[src/rtl/dmem_arbiter_if.sv]
// Bundle of the CPU, DMA and data-memory signals around dmem_arbiter.
// slave = arbiter side, master = requesters/memory side.
interface dmem_arbiter_if #(
  parameter int unsigned DM_ADDRESS = 9,
  parameter int unsigned DATA_W     = 32
);
  // CPU (MEM stage) port
  logic                  cpu_req;
  logic                  cpu_we;
  logic [DM_ADDRESS-1:0] cpu_addr;
  logic [DATA_W-1:0]     cpu_wdata;
  logic [2:0]            cpu_funct3;
  logic                  cpu_gnt;
  logic                  cpu_stall;
  logic                  cpu_rvalid;
  logic [DATA_W-1:0]     cpu_rdata;

  // DMA port
  logic                  dma_req;
  logic                  dma_lock;
  logic                  dma_we;
  logic [DM_ADDRESS-1:0] dma_addr;
  logic [DATA_W-1:0]     dma_wdata;
  logic [2:0]            dma_funct3;
  logic                  dma_gnt;
  logic                  dma_rvalid;
  logic [DATA_W-1:0]     dma_rdata;

  // data-memory port
  logic                  mem_rd;
  logic                  mem_wr;
  logic [DM_ADDRESS-1:0] mem_addr;
  logic [DATA_W-1:0]     mem_wdata;
  logic [2:0]            mem_funct3;
  logic [DATA_W-1:0]     mem_rdata;

  modport slave (
    input  cpu_req, cpu_we, cpu_addr, cpu_wdata, cpu_funct3,
    output cpu_gnt, cpu_stall, cpu_rvalid, cpu_rdata,
    input  dma_req, dma_lock, dma_we, dma_addr, dma_wdata, dma_funct3,
    output dma_gnt, dma_rvalid, dma_rdata,
    output mem_rd, mem_wr, mem_addr, mem_wdata, mem_funct3,
    input  mem_rdata
  );

  modport master (
    output cpu_req, cpu_we, cpu_addr, cpu_wdata, cpu_funct3,
    input  cpu_gnt, cpu_stall, cpu_rvalid, cpu_rdata,
    output dma_req, dma_lock, dma_we, dma_addr, dma_wdata, dma_funct3,
    input  dma_gnt, dma_rvalid, dma_rdata,
    input  mem_rd, mem_wr, mem_addr, mem_wdata, mem_funct3,
    output mem_rdata
  );
endinterface

[src/rtl/dmem_arbiter.sv]
// Data-memory port arbiter: CPU fixed priority, DMA starvation guard and lock windows.
// Optional statistics counters under DMARB_STATS_EN.
module dmem_arbiter #(
  parameter int unsigned DM_ADDRESS = 9,
  parameter int unsigned DATA_W     = 32,
  parameter int unsigned MAX_WAIT   = 4,
  parameter int unsigned LOCK_MAX   = 8,
  parameter int unsigned CNT_W      = 16
) (
  input  logic clk,
  input  logic reset,
  dmem_arbiter_if.slave bus
`ifdef DMARB_STATS_EN
  ,
  output logic [CNT_W-1:0] stat_cpu_stall,
  output logic [CNT_W-1:0] stat_dma_gnt
`endif
);

  localparam int unsigned WAIT_W = $clog2(MAX_WAIT + 1);
  localparam int unsigned LOCK_W = $clog2(LOCK_MAX + 1);

  generate
    if (MAX_WAIT < 1 || LOCK_MAX < 1 || CNT_W < 1 || DM_ADDRESS < 1 || DATA_W < 1) begin : g_bad_param
      $error("dmem_arbiter: illegal parameter value");
    end
  endgenerate

  typedef enum logic {
    ARB  = 1'b0,
    LOCK = 1'b1
  } state_t;

  state_t            state;
  logic [WAIT_W-1:0] wait_cnt;
  logic [LOCK_W-1:0] lock_cnt;
  logic              rd_valid;
  logic              rd_owner;   // 1 = outstanding read belongs to DMA

  logic cpu_gnt_c;
  logic dma_gnt_c;
  logic lock_full_c;
  logic lock_exit_c;

  // Same-cycle grant decision; nothing is granted while reset is held.
  always_comb begin
    cpu_gnt_c = 1'b0;
    dma_gnt_c = 1'b0;
    if (!reset) begin
      if (state == LOCK) begin
        dma_gnt_c = bus.dma_req;
      end else if (bus.cpu_req && bus.dma_req) begin
        if (wait_cnt == WAIT_W'(MAX_WAIT)) begin
          dma_gnt_c = 1'b1;
        end else begin
          cpu_gnt_c = 1'b1;
        end
      end else begin
        cpu_gnt_c = bus.cpu_req;
        dma_gnt_c = bus.dma_req;
      end
    end
  end

  // Lock window ends after an unlocked grant, an idle DMA cycle or the LOCK_MAX-th grant.
  always_comb begin
    lock_full_c = dma_gnt_c && (lock_cnt == LOCK_W'(LOCK_MAX - 1));
    lock_exit_c = !bus.dma_req || (dma_gnt_c && !bus.dma_lock) || lock_full_c;
  end

  // Granted port's fields onto the memory bus; idle bus is all zero.
  always_comb begin
    bus.mem_rd     = 1'b0;
    bus.mem_wr     = 1'b0;
    bus.mem_addr   = DM_ADDRESS'(0);
    bus.mem_wdata  = DATA_W'(0);
    bus.mem_funct3 = 3'd0;
    if (cpu_gnt_c) begin
      bus.mem_rd     = !bus.cpu_we;
      bus.mem_wr     = bus.cpu_we;
      bus.mem_addr   = bus.cpu_addr;
      bus.mem_wdata  = bus.cpu_wdata;
      bus.mem_funct3 = bus.cpu_funct3;
    end else if (dma_gnt_c) begin
      bus.mem_rd     = !bus.dma_we;
      bus.mem_wr     = bus.dma_we;
      bus.mem_addr   = bus.dma_addr;
      bus.mem_wdata  = bus.dma_wdata;
      bus.mem_funct3 = bus.dma_funct3;
    end
  end

  // Handshake and read-return routing; an in-flight read is dropped while reset is high.
  always_comb begin
    bus.cpu_gnt    = cpu_gnt_c;
    bus.dma_gnt    = dma_gnt_c;
    bus.cpu_stall  = bus.cpu_req && !cpu_gnt_c;
    bus.cpu_rvalid = rd_valid && !rd_owner && !reset;
    bus.dma_rvalid = rd_valid &&  rd_owner && !reset;
    bus.cpu_rdata  = bus.cpu_rvalid ? bus.mem_rdata : DATA_W'(0);
    bus.dma_rdata  = bus.dma_rvalid ? bus.mem_rdata : DATA_W'(0);
  end

  // Arbitration state, starvation counter, lock counter and read-return tag.
  always_ff @(posedge clk) begin
    if (reset) begin
      state    <= ARB;
      wait_cnt <= WAIT_W'(0);
      lock_cnt <= LOCK_W'(0);
      rd_valid <= 1'b0;
      rd_owner <= 1'b0;
    end else begin
      rd_valid <= bus.mem_rd;
      rd_owner <= dma_gnt_c;

      if (dma_gnt_c || !bus.dma_req) begin
        wait_cnt <= WAIT_W'(0);
      end else if (wait_cnt != WAIT_W'(MAX_WAIT)) begin
        wait_cnt <= wait_cnt + WAIT_W'(1);
      end

      case (state)
        ARB: begin
          // A one-grant window is already complete, so LOCK_MAX==1 never enters LOCK.
          if (dma_gnt_c && bus.dma_lock && (LOCK_MAX > 1)) begin
            state    <= LOCK;
            lock_cnt <= LOCK_W'(1);
          end
        end
        LOCK: begin
          if (dma_gnt_c) begin
            lock_cnt <= lock_cnt + LOCK_W'(1);
          end
          if (lock_exit_c) begin
            state    <= ARB;
            wait_cnt <= WAIT_W'(0);
            lock_cnt <= LOCK_W'(0);
          end
        end
        default: begin
          state <= ARB;
        end
      endcase
    end
  end

`ifdef DMARB_STATS_EN
  // Saturating event counters.
  always_ff @(posedge clk) begin
    if (reset) begin
      stat_cpu_stall <= CNT_W'(0);
      stat_dma_gnt   <= CNT_W'(0);
    end else begin
      if (bus.cpu_stall && !(&stat_cpu_stall)) begin
        stat_cpu_stall <= stat_cpu_stall + CNT_W'(1);
      end
      if (dma_gnt_c && !(&stat_dma_gnt)) begin
        stat_dma_gnt <= stat_dma_gnt + CNT_W'(1);
      end
    end
  end
`endif

endmodule

[src/flat_wrapper.sv]
// flat-port wrapper written by rule: the top's interface ports become plain ports
module dmem_arbiter_flat 
#(
  parameter int unsigned DM_ADDRESS = 9,
  parameter int unsigned DATA_W     = 32,
  parameter int unsigned MAX_WAIT   = 4,
  parameter int unsigned LOCK_MAX   = 8,
  parameter int unsigned CNT_W      = 16
)
  (clk, reset, bus_cpu_req, bus_cpu_we, bus_cpu_addr, bus_cpu_wdata, bus_cpu_funct3, bus_cpu_gnt, bus_cpu_stall, bus_cpu_rvalid, bus_cpu_rdata, bus_dma_req, bus_dma_lock, bus_dma_we, bus_dma_addr, bus_dma_wdata, bus_dma_funct3, bus_dma_gnt, bus_dma_rvalid, bus_dma_rdata, bus_mem_rd, bus_mem_wr, bus_mem_addr, bus_mem_wdata, bus_mem_funct3, bus_mem_rdata);
  dmem_arbiter_if #(.DM_ADDRESS(DM_ADDRESS), .DATA_W(DATA_W)) bus_i ();
  input  logic clk;
  input  logic reset;
  input wire logic [$bits(bus_i.cpu_req)-1:0] bus_cpu_req;
  input wire logic [$bits(bus_i.cpu_we)-1:0] bus_cpu_we;
  input wire logic [$bits(bus_i.cpu_addr)-1:0] bus_cpu_addr;
  input wire logic [$bits(bus_i.cpu_wdata)-1:0] bus_cpu_wdata;
  input wire logic [$bits(bus_i.cpu_funct3)-1:0] bus_cpu_funct3;
  output wire logic [$bits(bus_i.cpu_gnt)-1:0] bus_cpu_gnt;
  output wire logic [$bits(bus_i.cpu_stall)-1:0] bus_cpu_stall;
  output wire logic [$bits(bus_i.cpu_rvalid)-1:0] bus_cpu_rvalid;
  output wire logic [$bits(bus_i.cpu_rdata)-1:0] bus_cpu_rdata;
  input wire logic [$bits(bus_i.dma_req)-1:0] bus_dma_req;
  input wire logic [$bits(bus_i.dma_lock)-1:0] bus_dma_lock;
  input wire logic [$bits(bus_i.dma_we)-1:0] bus_dma_we;
  input wire logic [$bits(bus_i.dma_addr)-1:0] bus_dma_addr;
  input wire logic [$bits(bus_i.dma_wdata)-1:0] bus_dma_wdata;
  input wire logic [$bits(bus_i.dma_funct3)-1:0] bus_dma_funct3;
  output wire logic [$bits(bus_i.dma_gnt)-1:0] bus_dma_gnt;
  output wire logic [$bits(bus_i.dma_rvalid)-1:0] bus_dma_rvalid;
  output wire logic [$bits(bus_i.dma_rdata)-1:0] bus_dma_rdata;
  output wire logic [$bits(bus_i.mem_rd)-1:0] bus_mem_rd;
  output wire logic [$bits(bus_i.mem_wr)-1:0] bus_mem_wr;
  output wire logic [$bits(bus_i.mem_addr)-1:0] bus_mem_addr;
  output wire logic [$bits(bus_i.mem_wdata)-1:0] bus_mem_wdata;
  output wire logic [$bits(bus_i.mem_funct3)-1:0] bus_mem_funct3;
  input wire logic [$bits(bus_i.mem_rdata)-1:0] bus_mem_rdata;
  assign bus_i.cpu_req = bus_cpu_req;
  assign bus_i.cpu_we = bus_cpu_we;
  assign bus_i.cpu_addr = bus_cpu_addr;
  assign bus_i.cpu_wdata = bus_cpu_wdata;
  assign bus_i.cpu_funct3 = bus_cpu_funct3;
  assign bus_cpu_gnt = bus_i.cpu_gnt;
  assign bus_cpu_stall = bus_i.cpu_stall;
  assign bus_cpu_rvalid = bus_i.cpu_rvalid;
  assign bus_cpu_rdata = bus_i.cpu_rdata;
  assign bus_i.dma_req = bus_dma_req;
  assign bus_i.dma_lock = bus_dma_lock;
  assign bus_i.dma_we = bus_dma_we;
  assign bus_i.dma_addr = bus_dma_addr;
  assign bus_i.dma_wdata = bus_dma_wdata;
  assign bus_i.dma_funct3 = bus_dma_funct3;
  assign bus_dma_gnt = bus_i.dma_gnt;
  assign bus_dma_rvalid = bus_i.dma_rvalid;
  assign bus_dma_rdata = bus_i.dma_rdata;
  assign bus_mem_rd = bus_i.mem_rd;
  assign bus_mem_wr = bus_i.mem_wr;
  assign bus_mem_addr = bus_i.mem_addr;
  assign bus_mem_wdata = bus_i.mem_wdata;
  assign bus_mem_funct3 = bus_i.mem_funct3;
  assign bus_i.mem_rdata = bus_mem_rdata;
  dmem_arbiter #(.DM_ADDRESS(DM_ADDRESS), .DATA_W(DATA_W), .MAX_WAIT(MAX_WAIT), .LOCK_MAX(LOCK_MAX), .CNT_W(CNT_W)) u_core (.clk(clk), .reset(reset), .bus(bus_i));
endmodule
[config.mk]
export PLATFORM = sky130hd
export DESIGN_NAME = dmem_arbiter_flat
export DESIGN_NICKNAME = d
export VERILOG_FILES = /design/src/rtl/dmem_arbiter_if.sv /design/src/rtl/dmem_arbiter.sv /design/src/flat_wrapper.sv
export SDC_FILE = /design/constraint.sdc
export NUM_CORES = 1
export LEC_CHECK = 0
export CORE_AREA = 2 2 93 95
export DETAILED_ROUTE_END_ITERATION = 7
export DIE_AREA = 0 0 95 97
export HOLD_SLACK_MARGIN = 0.02
export PLACE_DENSITY = 0.73
export SYNTH_ARGS = -nofsm -noshare
export SYNTH_HDL_FRONTEND = slang
export SYNTH_SLANG_ARGS = --single-unit
[constraint.sdc]
create_clock -name clk -period 1.92 [get_ports clk]
set_clock_uncertainty 0.1 [all_clocks]
set_input_delay 0.384 -clock clk [delete_from_list [all_inputs] [get_ports clk]]
set_output_delay 0.384 -clock clk [all_outputs]
set_load 0.005 [all_outputs]
# --- Word-level counts from Yosys, hierarchy flattened ---
# Cells that the tools add are included.
word_totals:
  register_bits: 10
  inputBits: 127
  output_inout_bits: 115
  elab_cells: 64
classes:
  n_addsub: 2
  n_eq_ne: 5
  n_mux: 31
  n_bitwise: 1
  n_reduce_logical: 20
ops:
  columns: ["operator", "n"]
  rows:
  - ["$mux W32", 4]
  - ["$mux W3", 6]
  - ["$mux W9", 2]
  - ["$mux W1", 14]
  - ["$mux W4", 3]
  - ["$logic_and A1 B1 Y1", 9]
  - ["$pmux W4 S2", 1]
  - ["$logic_not A1 Y1", 7]
  - ["$ne A3 B3 Y1 const B", 2]
  - ["$add A4 B1 Y4 const B", 1]
  - ["$eq A4 B3 Y1 const B", 1]
  - ["$add A3 B1 Y3 const B", 1]
  - ["$eq A3 B3 Y1 const B", 1]
  - ["$logic_or A1 B1 Y1", 3]
  - ["$ne A2 B1 Y1 const B", 1]
  - ["$pmux W1 S2", 1]
  - ["$reduce_and A2 Y1", 1]
  - ["$not A1 Y1", 1]

# --- Logic depth before layout (Yosys ltp) ---
# Gate-level depths: netlist (run 1).
logic_depth:
  word_depth: 10
  depth_mapped: 8
  ltp_nobuf: 6

# --- Worst setup path after synthesis (run 1) ---
# No wires, ideal clock.
synth_path:
  path_type: "reg2out"
  startpoint: "reg u_core.wait_cnt[0]"
  endpoint: "out bus_mem_wdata[10]"
  arrival_time_ps: 1577
  required_ps: 1436
  setup_slack_ps: -141
  path_stages_with_launch: 9
  n_path_buf: 2
  path_cell_list: "dfxtp_1 > inv_1 > ha_1 > and2_1 > nor2_1 > nor2b_1 > buf_4 > buf_2 > a22o_1"
synth_between:
  elab_chain_len: 7
  word_cells_on_any_way: 11
  cone_classes: "eq/ne (1); mux (10)"
synth_lines:
  columns: ["item", "line_no", "text"]
  rows:
  - ["start: declaration", "dmem_arbiter.sv:35", "logic [WAIT_W-1:0] wait_cnt;"]
  - ["start signal: assignment", "dmem_arbiter.sv:119", "wait_cnt <= wait_cnt + WAIT_W'(1);"]
  - ["$eq A3 B3 Y1 (*)", "dmem_arbiter.sv:53", "if (wait_cnt == WAIT_W'(MAX_WAIT)) begin"]
  - ["$mux W1", "dmem_arbiter.sv:53", null]
  - ["$mux W1", "dmem_arbiter.sv:52", "end else if (bus.cpu_req && bus.dma_req) begin"]
  - ["$mux W1", "dmem_arbiter.sv:50", "if (state == LOCK) begin"]
  - ["$mux W1", "dmem_arbiter.sv:49", "if (!reset) begin"]
  - ["$mux W32", "dmem_arbiter.sv:84", "end else if (dma_gnt_c) begin"]
  - ["$mux W32 (*)", "dmem_arbiter.sv:78", "if (cpu_gnt_c) begin"]
  - ["end: declaration", "flat_wrapper.sv:35", "output wire logic [$bits(bus_i.mem_wdata)-1:0] bus_mem_wdata;"]
# Every way passes the cells marked *; elsewhere a longest branch is shown, timed or not.

# --- Worst setup path in the final report (run 1) ---
layout_path:
  startpoint: "reg u_core.wait_cnt[0]"
  endpoint: "out bus_mem_wr"
layout_between:
  elab_chain_len: 7
  word_cells_on_any_way: 11
  cone_classes: "eq/ne (1); mux (10)"
layout_lines:
  columns: ["item", "line_no", "text"]
  rows:
  - ["$eq A3 B3 Y1 (*)", "dmem_arbiter.sv:53", null]
  - ["$mux W1", "dmem_arbiter.sv:53", null]
  - ["$mux W1", "dmem_arbiter.sv:52", null]
  - ["$mux W1", "dmem_arbiter.sv:50", null]
  - ["$mux W1", "dmem_arbiter.sv:49", null]
  - ["$mux W1", "dmem_arbiter.sv:84", null]
  - ["$mux W1 (*)", "dmem_arbiter.sv:78", null]
  - ["end: declaration", "flat_wrapper.sv:33", "output wire logic [$bits(bus_i.mem_wr)-1:0] bus_mem_wr;"]
# Marks and branches as above.

==> out/metrics.yaml, run 1 <==
timing.final.crit_period_ns: 2.34
critical_path.max_stage_delay_ns: 0.33
critPathBufInv: 5
ctsHtreeMaxLevel: 1
drtPass1Iterations: 4
antenna_left: 0
cpLargestDelayFamily: "buffers and inverters"
rows: 33
first_pass_grt_wire_length_mm: 15.6
postPlaceCellArea_um2: 4100
switching_share: 0.266
layout.filler_cells: 730
antenna_violations_before_repair: 2
clk_pin_slew_ns: 0.05
p_per_area_nw_per_um2: 264
numClockSinks: 10
cp_data_required_time_ns: 1.44
unrepaired_setup_endpoints_after_global_routing: "true"
placement.io_buffers: 241
synth_largest_area_cell: "sky130_fd_sc_hd__a22o_1"
synthesis.nets: 320
cts_max_path_buffers: 2
arrival_worst_endpoint_ns: 1.85
synthXorXnorAreaFrac: 0
synthesis.instances: 190
drc: 0
share_of_cell_area_taken_by_muxes_after_synthesis: 0
place.gp.congestion: 0.875
design.die.area_um2: 9220
layout_commonest_cell: "sky130_fd_sc_hd__clkdlybuf4s50_1"
synth_top_family_by_area: "simple AND/OR/NAND/NOR gates"
top_area_cell_type_share_of_the_netlist_area: 0.289
syn-mean-instance-area_um2: 7.49
globalRoute.totalOverflow: 0
share_seq_of_total_power: 0.177
drive_gt1_frac: 0.470
cts_hold_buf: 0
netlist_top_cells_area: "sky130_fd_sc_hd__a22o_1, sky130_fd_sc_hd__and2_1, sky130_fd_sc_hd__dfxtp_1"
place.detailed.instances: 537
route.final.wire_length_mm: 10.8
placeableCoreArea_um2: 8130
floorplan.die.height_um: 97
number_of_nets_in_the_final_layout: 625
compound_gate_portion_of_the_synthesized_area: 0.371
start_kind: "flop"
maxSlewViolCount: 0
synth.lib_cells_used.distinct: 31
die_w_um: 95
routed_length_per_instance_um: 18.0
setup_viol_count_final: 52
initial_utilization: 0.175
initialDrtViolationCount: 23
finalHoldViolations: 0
io_pins: 242
clock-root-buffer: "sky130_fd_sc_hd__clkbuf_8"
grt_max_degree: 17
period_share: 1.22
yosys.area_share.adder: 0.0264
cellLeakagePower_nw: 2.26
total_power_mw: 1.23
power.switching_uw: 326
synth.ff_latch_count: 10
hp-class: "reg2reg"
setup_ws_ns: -0.418
reg2reg_depth: 8
via_count_of_the_first_global_routing_pass: 2848
most-common-layout-cells: "sky130_fd_sc_hd__clkdlybuf4s50_1, sky130_fd_sc_hd__buf_2, sky130_fd_sc_hd__buf_6, sky130_fd_sc_hd__a22o_1, sky130_fd_sc_hd__and2_1"
library_cell_contributing_the_largest_single_delay_on_the_critical_path: "sky130_fd_sc_hd__dfxtp_2"
yosys.area_share.simple: 0.385
tightest_pin_transition_ns: 0.385
cts-buffers-inserted: 3
timing.slew.headroom: 0.741
failed_checks: "setup timing"
synth-warning-count: 0
status: "finished with violations"
critical_path.cell_chain: "inv_2 -> ha_4 -> and2_4 -> buf_6 -> nor2_4 -> buf_12 -> nor2b_4 -> buf_12 -> a22o_1 -> buf_2"
power.share.combinational: 0.603
clock_tree_from_tritoncts: "yes"
power.clock.fraction: 0.220
via_per_inst: 4.48
worstSetupPathDepth: 10
detailed_place_hpwl_mm: 7.16
worst_path_fanout_max: 7
worstSetupEndpointType: "primary output"
fmax_ghz: 0.428
timing.setup.critical_path_class: "reg2out"
vias: 2690
syn-cell-area_um2: 1420
worstSkewPairLatency_ns: 0.24
worstHoldPathCells: 2
ir_drop_uv: 192
ys_seq_area_frac: 0.141
finalInstanceArea_um2: 4640
final_cell_count_no_fill: 601
gr-usage-all-layers: 0.220
timing.max_cap.violations: 0
syn_to_final_growth_pct: 226
power.internal_uw: 900
crit_top_cell: "sky130_fd_sc_hd__buf_12"
==> per-stage QoR <==
step / hold WS (ns) / TNS, ns / util / setup slack [ns]
after floorplan: 0.317 / 0 / - / 0.0114
after global placement: 0.392 / -77.03 / 0.503 / -0.837
after detailed placement: 0.398 / -78.63 / 0.503 / -0.833
after CTS: 0.404 / -20.34 / 0.574 / -0.475
after global routing: 0.420 / -20.73 / 0.570 / -0.483
final: 0.402 / -17.17 / 0.570 / -0.418
==> power by group through the flow <==
stage	registers [mW]	clock network, mW	logic [mW]
floorplan	0.219	0	0.149
global placement	0.220	0	0.627
detailed placement	0.220	0	0.628
CTS	0.217	0.271	0.733
global route	0.217	0.283	0.783
finish	0.217	0.270	0.739
==> sequential cells by signal (all words and copies together) (netlist names) <==
signal	flops
u_core.lock_cnt	4
u_core.rd_owner	1
u_core.wait_cnt	3
u_core.rd_valid	1
u_core.state	1
==> cell families (layout without fill, tap and decap cells) <==
family,count (synthesis),after routing
adders and majority gates,3,3
buffers and inverters,23,323
other,0,2
AOI/OAI and AO/OA,63,63
and+or+nand+nor,91,95
DFF,10,10
==> Yosys cell counts <==
master                      instances
sky130_fd_sc_hd__nand2b_1           2
sky130_fd_sc_hd__inv_1              6
sky130_fd_sc_hd__a21boi_0           1
sky130_fd_sc_hd__nor2_1             6
sky130_fd_sc_hd__nand2_1            4
sky130_fd_sc_hd__and3b_1            2
sky130_fd_sc_hd__nor3b_1            1
sky130_fd_sc_hd__a31oi_1            1
sky130_fd_sc_hd__and3_1             1
sky130_fd_sc_hd__or3_1              1
sky130_fd_sc_hd__nand3_1            3
sky130_fd_sc_hd__buf_6              1
sky130_fd_sc_hd__a211oi_2           1
sky130_fd_sc_hd__o21a_2             1
sky130_fd_sc_hd__clkbuf_1           7
sky130_fd_sc_hd__a21o_1             1
sky130_fd_sc_hd__a22o_1            47
sky130_fd_sc_hd__buf_2              7
sky130_fd_sc_hd__o2111ai_1          1
sky130_fd_sc_hd__a21oi_1            3
sky130_fd_sc_hd__nand3b_1           1
sky130_fd_sc_hd__a211oi_1           2
sky130_fd_sc_hd__and2_1            65
sky130_fd_sc_hd__a311oi_2           1
sky130_fd_sc_hd__and2b_1            1
sky130_fd_sc_hd__buf_4              2
sky130_fd_sc_hd__nor3_1             1
sky130_fd_sc_hd__dfxtp_1           10
sky130_fd_sc_hd__nor2b_1            3
sky130_fd_sc_hd__o21ai_0            4
sky130_fd_sc_hd__ha_1               3
==> what timing repair did <==
action	4_1_cts	5_1_grt
setup buffers	45	17
gates cloned	13	1
gates resized for setup	498	61
pin swaps	33	38
endpoints found under the setup margin	116	106
==> per-layer routing <==
metal	GRT usage	vias to the layer above	part of all wire
met5	0	-	0
met4	0.0468	0	0.014
met3	0.0421	8	0.083
met2	0.429	161	0.54
met1	0.239	1221	0.36
li1	-	1300	-
==> final timing paths <==
| kind | start | to | slack (ns) |
|---|---|---|---|
| setup / recovery | u_core.wait_cnt[0] | bus_mem_wr | -0.42 |
| hold / removal | u_core.wait_cnt[0] | u_core.wait_cnt[0] | 0.40 |
| setup reg to reg | u_core.wait_cnt[0] | u_core.lock_cnt[3] | 0.07 |
| hold reg to reg | u_core.wait_cnt[0] | u_core.wait_cnt[0] | 0.40 |
==> cell type report <==
cell class / count / area [um^2] / share of cell area
sequential: 10 / 205 / 0.0443
timing repair buffer: 313 / 2920 / 0.631
inverter: 6 / 22.5 / 0.00486
antenna: 2 / 5.00 / 0.00108
multi-input combinational: 161 / 1290 / 0.279
clock buffer: 4 / 55.1 / 0.0119
tap: 105 / 131 / 0.0283
==> tightest hold or removal path, stage by stage, from the launching register on <==
cell and delay [ns]:
sky130_fd_sc_hd__dfxtp_2 0.33, sky130_fd_sc_hd__buf_4 0.10, sky130_fd_sc_hd__nor2_1 0.04
(Power assumes the default switching activity.)
==> inputs of run 2 (changes only) <==
==> constraint.sdc (replaced) <==
create_clock -name clk -period 1.92 [get_ports clk]
set_clock_uncertainty 0.1 [all_clocks]
set_input_delay 0.384 -clock clk [delete_from_list [all_inputs] [get_ports clk]]
set_output_delay 0.384 -clock clk [all_outputs]
set_load 0.02 [all_outputs]
==> run 2 against run 1 <==
The flow still finishes with violations (setup timing). Worst hold slack gained 0.011 ns. Via count shrank 3.9%. Total power grew 8.0%. Die area is the same. Fmax grew 2.3%.
==> out/metrics.yaml, run 2 (synthesis results as in run 1) <==
status: "finished with violations"  # unchanged
failed_checks: "setup timing"  # unchanged
total_power_mw: 1.32  # was 1.23 mW
wl_met2_mm: 5.50  # was 5.83 mm
vias: 2584  # was 2690
rows: 33  # unchanged
route.final.wire_length_mm: 9.69  # was 10.8 mm
arrival_worst_endpoint_ns: 1.80  # was 1.85 ns
first_pass_grt_wire_length_mm: 14.3  # was 15.6 mm
place.gp.congestion: 0.852  # was 0.875
timing.slew.headroom: 0.737  # was 0.741
gr-usage-all-layers: 0.199  # was 0.220
io_pins: 242  # unchanged
crit_top_cell: "sky130_fd_sc_hd__buf_6"  # was sky130_fd_sc_hd__buf_12
cts-buffers-inserted: 3  # unchanged
layout.filler_cells: 711  # was 730
syn_to_final_growth_pct: 226  # about the same
finalSetupTns_ns: -16.37  # was -17.17 ns
numClockSinks: 10  # unchanged
reg2reg_depth: 7  # was 8
clk_pin_slew_ns: 0.05  # about the same
cp_data_required_time_ns: 1.44  # about the same
placeableCoreArea_um2: 8130  # unchanged
drive_gt1_frac: 0.438  # was 0.470
setup_viol_count_final: 49  # was 52
layout_commonest_cell: "sky130_fd_sc_hd__clkdlybuf4s50_1"  # unchanged
placement.io_buffers: 241  # unchanged
rrSetupSlack_ns: 0.10  # was 0.07 ns
clock_tree_from_tritoncts: "yes"  # unchanged
timing.final.crit_period_ns: 2.29  # was 2.34 ns
period_share: 1.19  # was 1.22
setup_ws_ns: -0.365  # was -0.418 ns
rr_endpoint: "u_core.lock_cnt[3]"  # unchanged
p_per_area_nw_per_um2: 285  # was 264 nW/um^2
library_cell_contributing_the_largest_single_delay_on_the_critical_path: "sky130_fd_sc_hd__dfxtp_2"  # unchanged
regMostFlops: "u_core.lock_cnt"  # unchanged
detailed_place_hpwl_mm: 7.41  # was 7.16 mm
antenna_cells_inserted: 0  # was 2
ctsHtreeMaxLevel: 1  # unchanged
via_count_of_the_first_global_routing_pass: 2691  # was 2848
worst_setup_path_startpoint: "u_core.wait_cnt[1]"  # was u_core.wait_cnt[0]
r2r-start: "u_core.wait_cnt[1]"  # was u_core.wait_cnt[0]
die_w_um: 95  # unchanged
worstSkewPairLatency_ns: 0.24  # about the same
timing.setup.critical_path_class: "reg2out"  # unchanged
worst_path_fanout_max: 7  # unchanged
unrepaired_setup_endpoints_after_global_routing: "true"  # unchanged
largest_register_ffs: 4  # unchanged
layout_top_registers: "u_core.lock_cnt (4), u_core.wait_cnt (3)"  # unchanged
initialDrtViolationCount: 42  # was 23
cts_max_path_buffers: 2  # unchanged
timing.max_cap.violations: 0  # unchanged
number_of_nets_in_the_final_layout: 598  # was 625
maxUsedRoutingLayer: "met4"  # unchanged
clock-root-buffer: "sky130_fd_sc_hd__clkbuf_8"  # unchanged
globalRoute.totalOverflow: 0  # unchanged
fmax_ghz: 0.438  # was 0.428 GHz
cellLeakagePower_nw: 2.21  # was 2.26 nW
via_per_inst: 4.53  # was 4.48
critical_path.max_stage_delay_ns: 0.33  # about the same
maxSlewViolCount: 0  # unchanged
cpLargestDelayFamily: "buffers and inverters"  # unchanged
wl_met3_um: 905  # was 893 um
floorplan.die.height_um: 97  # unchanged
tightest_pin_transition_ns: 0.391  # was 0.385 ns
drc: 0  # unchanged
endpoint: "bus_mem_funct3[2]"  # was bus_mem_wr
most-common-layout-cells: "sky130_fd_sc_hd__clkdlybuf4s50_1, sky130_fd_sc_hd__and2_1, sky130_fd_sc_hd__buf_6, sky130_fd_sc_hd__buf_4, sky130_fd_sc_hd__buf_2"  # was sky130_fd_sc_hd__clkdlybuf4s50_1, sky130_fd_sc_hd__buf_2, sky130_fd_sc_hd__buf_6, sky130_fd_sc_hd__a22o_1, sky130_fd_sc_hd__and2_1
initial_utilization: 0.175  # unchanged
antenna_left: 0  # unchanged
grt_max_degree: 18  # was 17
routed_length_per_instance_um: 17.0  # was 18.0 um
worstSetupPathDepth: 8  # was 10
worstSetupEndpointType: "primary output"  # unchanged
antenna_violations_before_repair: 0  # was 2
cts_hold_buf: 0  # unchanged
design.die.area_um2: 9220  # unchanged
ir_drop_uv: 230  # was 192 uV
critical_path.cell_chain: "inv_2 -> ha_4 -> and2_4 -> a211oi_4 -> buf_6 -> buf_16 -> a22o_1 -> buf_6"  # was inv_2 -> ha_4 -> and2_4 -> buf_6 -> nor2_4 -> buf_12 -> nor2b_4 -> buf_12 -> a22o_1 -> buf_2
pre_cts_slack_ns: -0.978  # was -0.833 ns
finalHoldViolations: 0  # unchanged
drtPass1Iterations: 4  # unchanged
met1_length_mm: 3.11  # was 3.92 mm
start_kind: "flop"  # unchanged
critPathBufInv: 4  # was 5
hp-class: "reg2reg"  # unchanged
## run 2: changes by cell type in the layout (fill, tap and decap cells not counted), moves of 20 or more
| cell | before | now |
|---|---|---|
| sky130_fd_sc_hd__buf_2 | 70 | 36 |
| sky130_fd_sc_hd__a22o_1 | 47 | 27 |
| sky130_fd_sc_hd__buf_4 | 25 | 47 |
| sky130_fd_sc_hd__and2_1 | 38 | 62 |
| sky130_fd_sc_hd__and2_4 | 27 | 3 |
| sky130_fd_sc_hd__a22o_4 | 0 | 20 |
## run 2: how the worst min path moves through the flow
stage	from	endpoint	slack (ns)	cells past startpoint
floorplan	u_core.wait_cnt[0]	u_core.wait_cnt[0]	0.29	1
finish	u_core.wait_cnt[0]	u_core.wait_cnt[0]	0.41	2
CTS	u_core.wait_cnt[0]	u_core.wait_cnt[0]	0.41	2
global placement	u_core.wait_cnt[0]	u_core.wait_cnt[0]	0.38	2
global route	u_core.wait_cnt[0]	u_core.wait_cnt[0]	0.42	2
detailed placement	u_core.wait_cnt[0]	u_core.wait_cnt[0]	0.39	2
## run 2: what timing repair did
item                                    in CTS  in global routing
gates resized for setup                    587                 39
pin swaps                                   25                  1
cloned                                      11                  1
setup buffers                               14                  2
endpoints found under the setup margin     116                 78
## run 2: cell type report
class | instances | area, um^2 | area share
Multi-Input combinational cell | 157 | 1350 | 0.291
Timing Repair Buffer | 290 | 2890 | 0.623
Sequential cell | 10 | 203 | 0.0437
Tap cell | 105 | 131 | 0.0283
Inverter | 6 | 22.5 | 0.00486
Clock buffer | 3 | 41.3 | 0.00890
## run 2: per-stage QoR
stage           util  std cells  area, um^2  hold slack (ns)
2_1_floorplan      -        190        1650            0.293
3_3_place_gp   0.529        540        4310            0.376
3_5_place_dp   0.529        540        4310            0.395
4_1_cts        0.554        568        4510            0.414
5_1_grt        0.570        571        4640            0.424
6_report       0.570        571        4640            0.412
## run 2: layer usage
layer / vias up / GRT usage
met5: - / 0
met4: 0 / 0.0468
met3: 14 / 0.0405
met2: 159 / 0.414
met1: 1172 / 0.188
li1: 1239 / -
## run 2: power breakdown
part / switching, mW / total, mW / internal [mW]
registers: 0.00379 / 0.217 / 0.213
logic: 0.338 / 0.889 / 0.552
clock network: 0.0800 / 0.217 / 0.137
total: 0.421 / 1.32 / 0.902
## run 2: worst min-delay path, stage by stage, from the launching register on
cell and delay [ns]:
sky130_fd_sc_hd__dfxtp_2 0.33, sky130_fd_sc_hd__buf_4 0.11, sky130_fd_sc_hd__nor2_1 0.04
==> inputs of run 3 (changes only) <==
Settings changed: CORE_AREA 2 2 93 95 to 2 2 94 96, DIE_AREA 0 0 95 97 to 0 0 96 98, DONT_BUFFER_PORTS set to 1, PLACE_DENSITY 0.73 to 0.33.
==> run 3 against run 2 <==
The run still ends with setup timing left. Critical path depth is the same. Worst setup slack better by 0.017 ns. Sequential share of layout area increased by 4.0 points. Worst hold slack worse by 0.31 ns. Non-clock buffer count shrank 255. Die area up 2.1%. Clock power increased by 28%. Routed wire length down 30%. Fmax is 0.75% higher. Critical endpoint is now bus_mem_wdata[18]. Largest power group unchanged.
==> out/metrics.yaml, run 3 (synthesis results as in run 1) <==
timing.max_cap.violations: 0  # unchanged
setup_viol_count_final: 49  # unchanged
via_per_inst: 5.01  # was 4.53
maxSlewViolCount: 0  # unchanged
timing.slew.headroom: 0.688  # was 0.737
setup_ws_ns: -0.348  # was -0.365 ns
place.gp.congestion: 0.795  # was 0.852
clk_pin_slew_ns: 0.05  # about the same
hp-class: "in2reg"  # was reg2reg
cp_data_required_time_ns: 1.44  # about the same
status: "finished with violations"  # unchanged
met1_length_mm: 2.45  # was 3.11 mm
worstSetupEndpointType: "primary output"  # unchanged
critical_path.cell_chain: "inv_2 -> ha_4 -> and2_4 -> a211oi_4 -> buf_6 -> buf_12 -> buf_12 -> a22o_4"  # was inv_2 -> ha_4 -> and2_4 -> a211oi_4 -> buf_6 -> buf_16 -> a22o_1 -> buf_6
antenna_violations_before_repair: 0  # unchanged
ctsHtreeMaxLevel: 1  # unchanged
critPathBufInv: 4  # unchanged
globalRoute.totalOverflow: 0  # unchanged
fin_hold_ws_ns: 0.104  # was 0.412 ns
syn_to_final_growth_pct: 70.3  # was 226%
unrepaired_setup_endpoints_after_global_routing: "true"  # unchanged
die_w_um: 96  # was 95 um
drtPass1Iterations: 4  # unchanged
finalHoldViolations: 0  # unchanged
start_kind: "flop"  # unchanged
initialDrtViolationCount: 18  # was 42
finalSetupTns_ns: -13.07  # was -16.37 ns
design.die.area_um2: 9410  # was 9220 um^2
cts_max_path_buffers: 2  # unchanged
clock-root-buffer: "sky130_fd_sc_hd__clkbuf_8"  # unchanged
worst_path_fanout_max: 11  # was 7
layout.filler_cells: 870  # was 711
route.final.wire_length_mm: 6.79  # was 9.69 mm
fmax_ghz: 0.441  # was 0.438 GHz
wl_met2_mm: 3.60  # was 5.50 mm
via_count_of_the_first_global_routing_pass: 1559  # was 2691
regMostFlops: "u_core.lock_cnt"  # unchanged
cpLargestDelayFamily: "buffers and inverters"  # unchanged
io_pins: 242  # unchanged
critical_path.max_stage_delay_ns: 0.34  # was 0.33 ns
period_share: 1.18  # was 1.19
largest_register_ffs: 4  # unchanged
gr-usage-all-layers: 0.129  # was 0.199
timing.setup.critical_path_class: "reg2out"  # unchanged
drc: 0  # unchanged
routed_length_per_instance_um: 21.2  # was 17.0 um
clock_tree_from_tritoncts: "yes"  # unchanged
placeableCoreArea_um2: 8470  # was 8130 um^2
placement.io_buffers: 0  # was 241
arrival_worst_endpoint_ns: 1.78  # was 1.80 ns
grt_max_degree: 34  # was 18
rows: 34  # was 33
cellLeakagePower_nw: 1.08  # was 2.21 nW
floorplan.die.height_um: 98  # was 97 um
crit_top_cell: "sky130_fd_sc_hd__buf_12"  # was sky130_fd_sc_hd__buf_6
layout_top_registers: "u_core.lock_cnt (4), u_core.wait_cnt (3)"  # unchanged
multi_input_comb_area_um2: 1530  # was 1350 um^2
vias: 1604  # was 2584
tightest_pin_transition_ns: 0.463  # was 0.391 ns
numClockSinks: 10  # unchanged
ir_drop_uv: 216  # was 230 uV
most-common-layout-cells: "sky130_fd_sc_hd__and2_1, sky130_fd_sc_hd__a22o_4, sky130_fd_sc_hd__buf_4, sky130_fd_sc_hd__buf_6, sky130_fd_sc_hd__dfxtp_1"  # was sky130_fd_sc_hd__clkdlybuf4s50_1, sky130_fd_sc_hd__and2_1, sky130_fd_sc_hd__buf_6, sky130_fd_sc_hd__buf_4, sky130_fd_sc_hd__buf_2
detailed_place_hpwl_mm: 5.29  # was 7.41 mm
cts_hold_buf: 0  # unchanged
antenna_cells_inserted: 0  # unchanged
drive_gt1_frac: 0.443  # was 0.438
number_of_nets_in_the_final_layout: 343  # was 598
antenna_left: 0  # unchanged
failed_checks: "setup timing"  # unchanged
worstSkewPairLatency_ns: 0.24  # about the same
maxUsedRoutingLayer: "met4"  # unchanged
layout_commonest_cell: "sky130_fd_sc_hd__and2_1"  # was sky130_fd_sc_hd__clkdlybuf4s50_1
library_cell_contributing_the_largest_single_delay_on_the_critical_path: "sky130_fd_sc_hd__dfxtp_2"  # unchanged
cts-buffers-inserted: 3  # unchanged
first_pass_grt_wire_length_mm: 9.17  # was 14.3 mm
timing.final.crit_period_ns: 2.27  # was 2.29 ns
wl_met3_um: 708  # was 905 um
p_per_area_nw_per_um2: 392  # was 285 nW/um^2
initial_utilization: 0.168  # was 0.175
layout.area.seq_um2: 203  # unchanged
-- run 3: cell types whose count changed in the layout (fill, tap and decap cells not counted), moves of 2 or more --
cell / previous run / this run
sky130_fd_sc_hd__and2_4: 3 / 1
sky130_fd_sc_hd__clkdlybuf4s50_1: 123 / 0
sky130_fd_sc_hd__a22o_1: 27 / 5
sky130_fd_sc_hd__a22o_4: 20 / 42
sky130_fd_sc_hd__buf_6: 62 / 10
sky130_fd_sc_hd__buf_16: 8 / 2
sky130_fd_sc_hd__buf_2: 36 / 0
sky130_fd_sc_hd__dlygate4sd2_1: 2 / 0
sky130_fd_sc_hd__clkbuf_2: 2 / 0
sky130_fd_sc_hd__and2_1: 62 / 64
sky130_fd_sc_hd__buf_4: 47 / 12
-- run 3: final cells by class --
| class | count | area share |
|---|---|---|
| multi-input combinational | 157 | 0.632 |
| timing repair buffer | 35 | 0.197 |
| sequential | 10 | 0.0836 |
| tap | 108 | 0.0557 |
| clock buffer | 4 | 0.0227 |
| inverter | 6 | 0.00929 |
-- run 3: repair_timing --
action                                  CTS  global route
buffers inserted                          4             0
gates cloned                              2             2
pin swaps                                 5             6
endpoints found under the setup margin   49            49
gates resized for setup                  51            12
-- run 3: stage by stage --
step	worst slack [ns]	power [mW]	util	std cells	area [um^2]
finish	-0.348	0.950	0.286	320	2420
global route	-0.420	0.995	0.286	320	2420
CTS	-0.326	0.939	0.270	318	2290
detailed placement	-0.101	0.589	0.232	308	1970
global placement	-0.0716	0.586	0.232	308	1970
floorplan	-0.00542	0.507	-	190	1650
-- run 3: per-layer routing --
layer / up-vias / track usage
met5: - / 0
met4: 0 / 0.0198
met3: 4 / 0.0478
met2: 131 / 0.232
met1: 742 / 0.146
li1: 727 / -
-- run 3: power breakdown --
| part | total [mW] | internal, mW | leakage (nW) | switching (mW) |
|---|---|---|---|---|
| Combinational | 0.457 | 0.216 | 0.970 | 0.241 |
| Clock | 0.277 | 0.181 | 0.0288 | 0.0959 |
| Sequential | 0.216 | 0.213 | 0.0821 | 0.00287 |
-- run 3: path summary, 6_finish.rpt --
path / startpoint / slack [ns] / cells after the start / end
hold reg to reg: u_core.wait_cnt[0] / 0.40 / 2 / u_core.wait_cnt[0]
setup / recovery: u_core.wait_cnt[1] / -0.35 / 8 / bus_mem_wdata[18]
setup reg to reg: u_core.wait_cnt[1] / 0.09 / 7 / u_core.lock_cnt[3]
hold / removal: reset / 0.10 / 1 / u_core.state
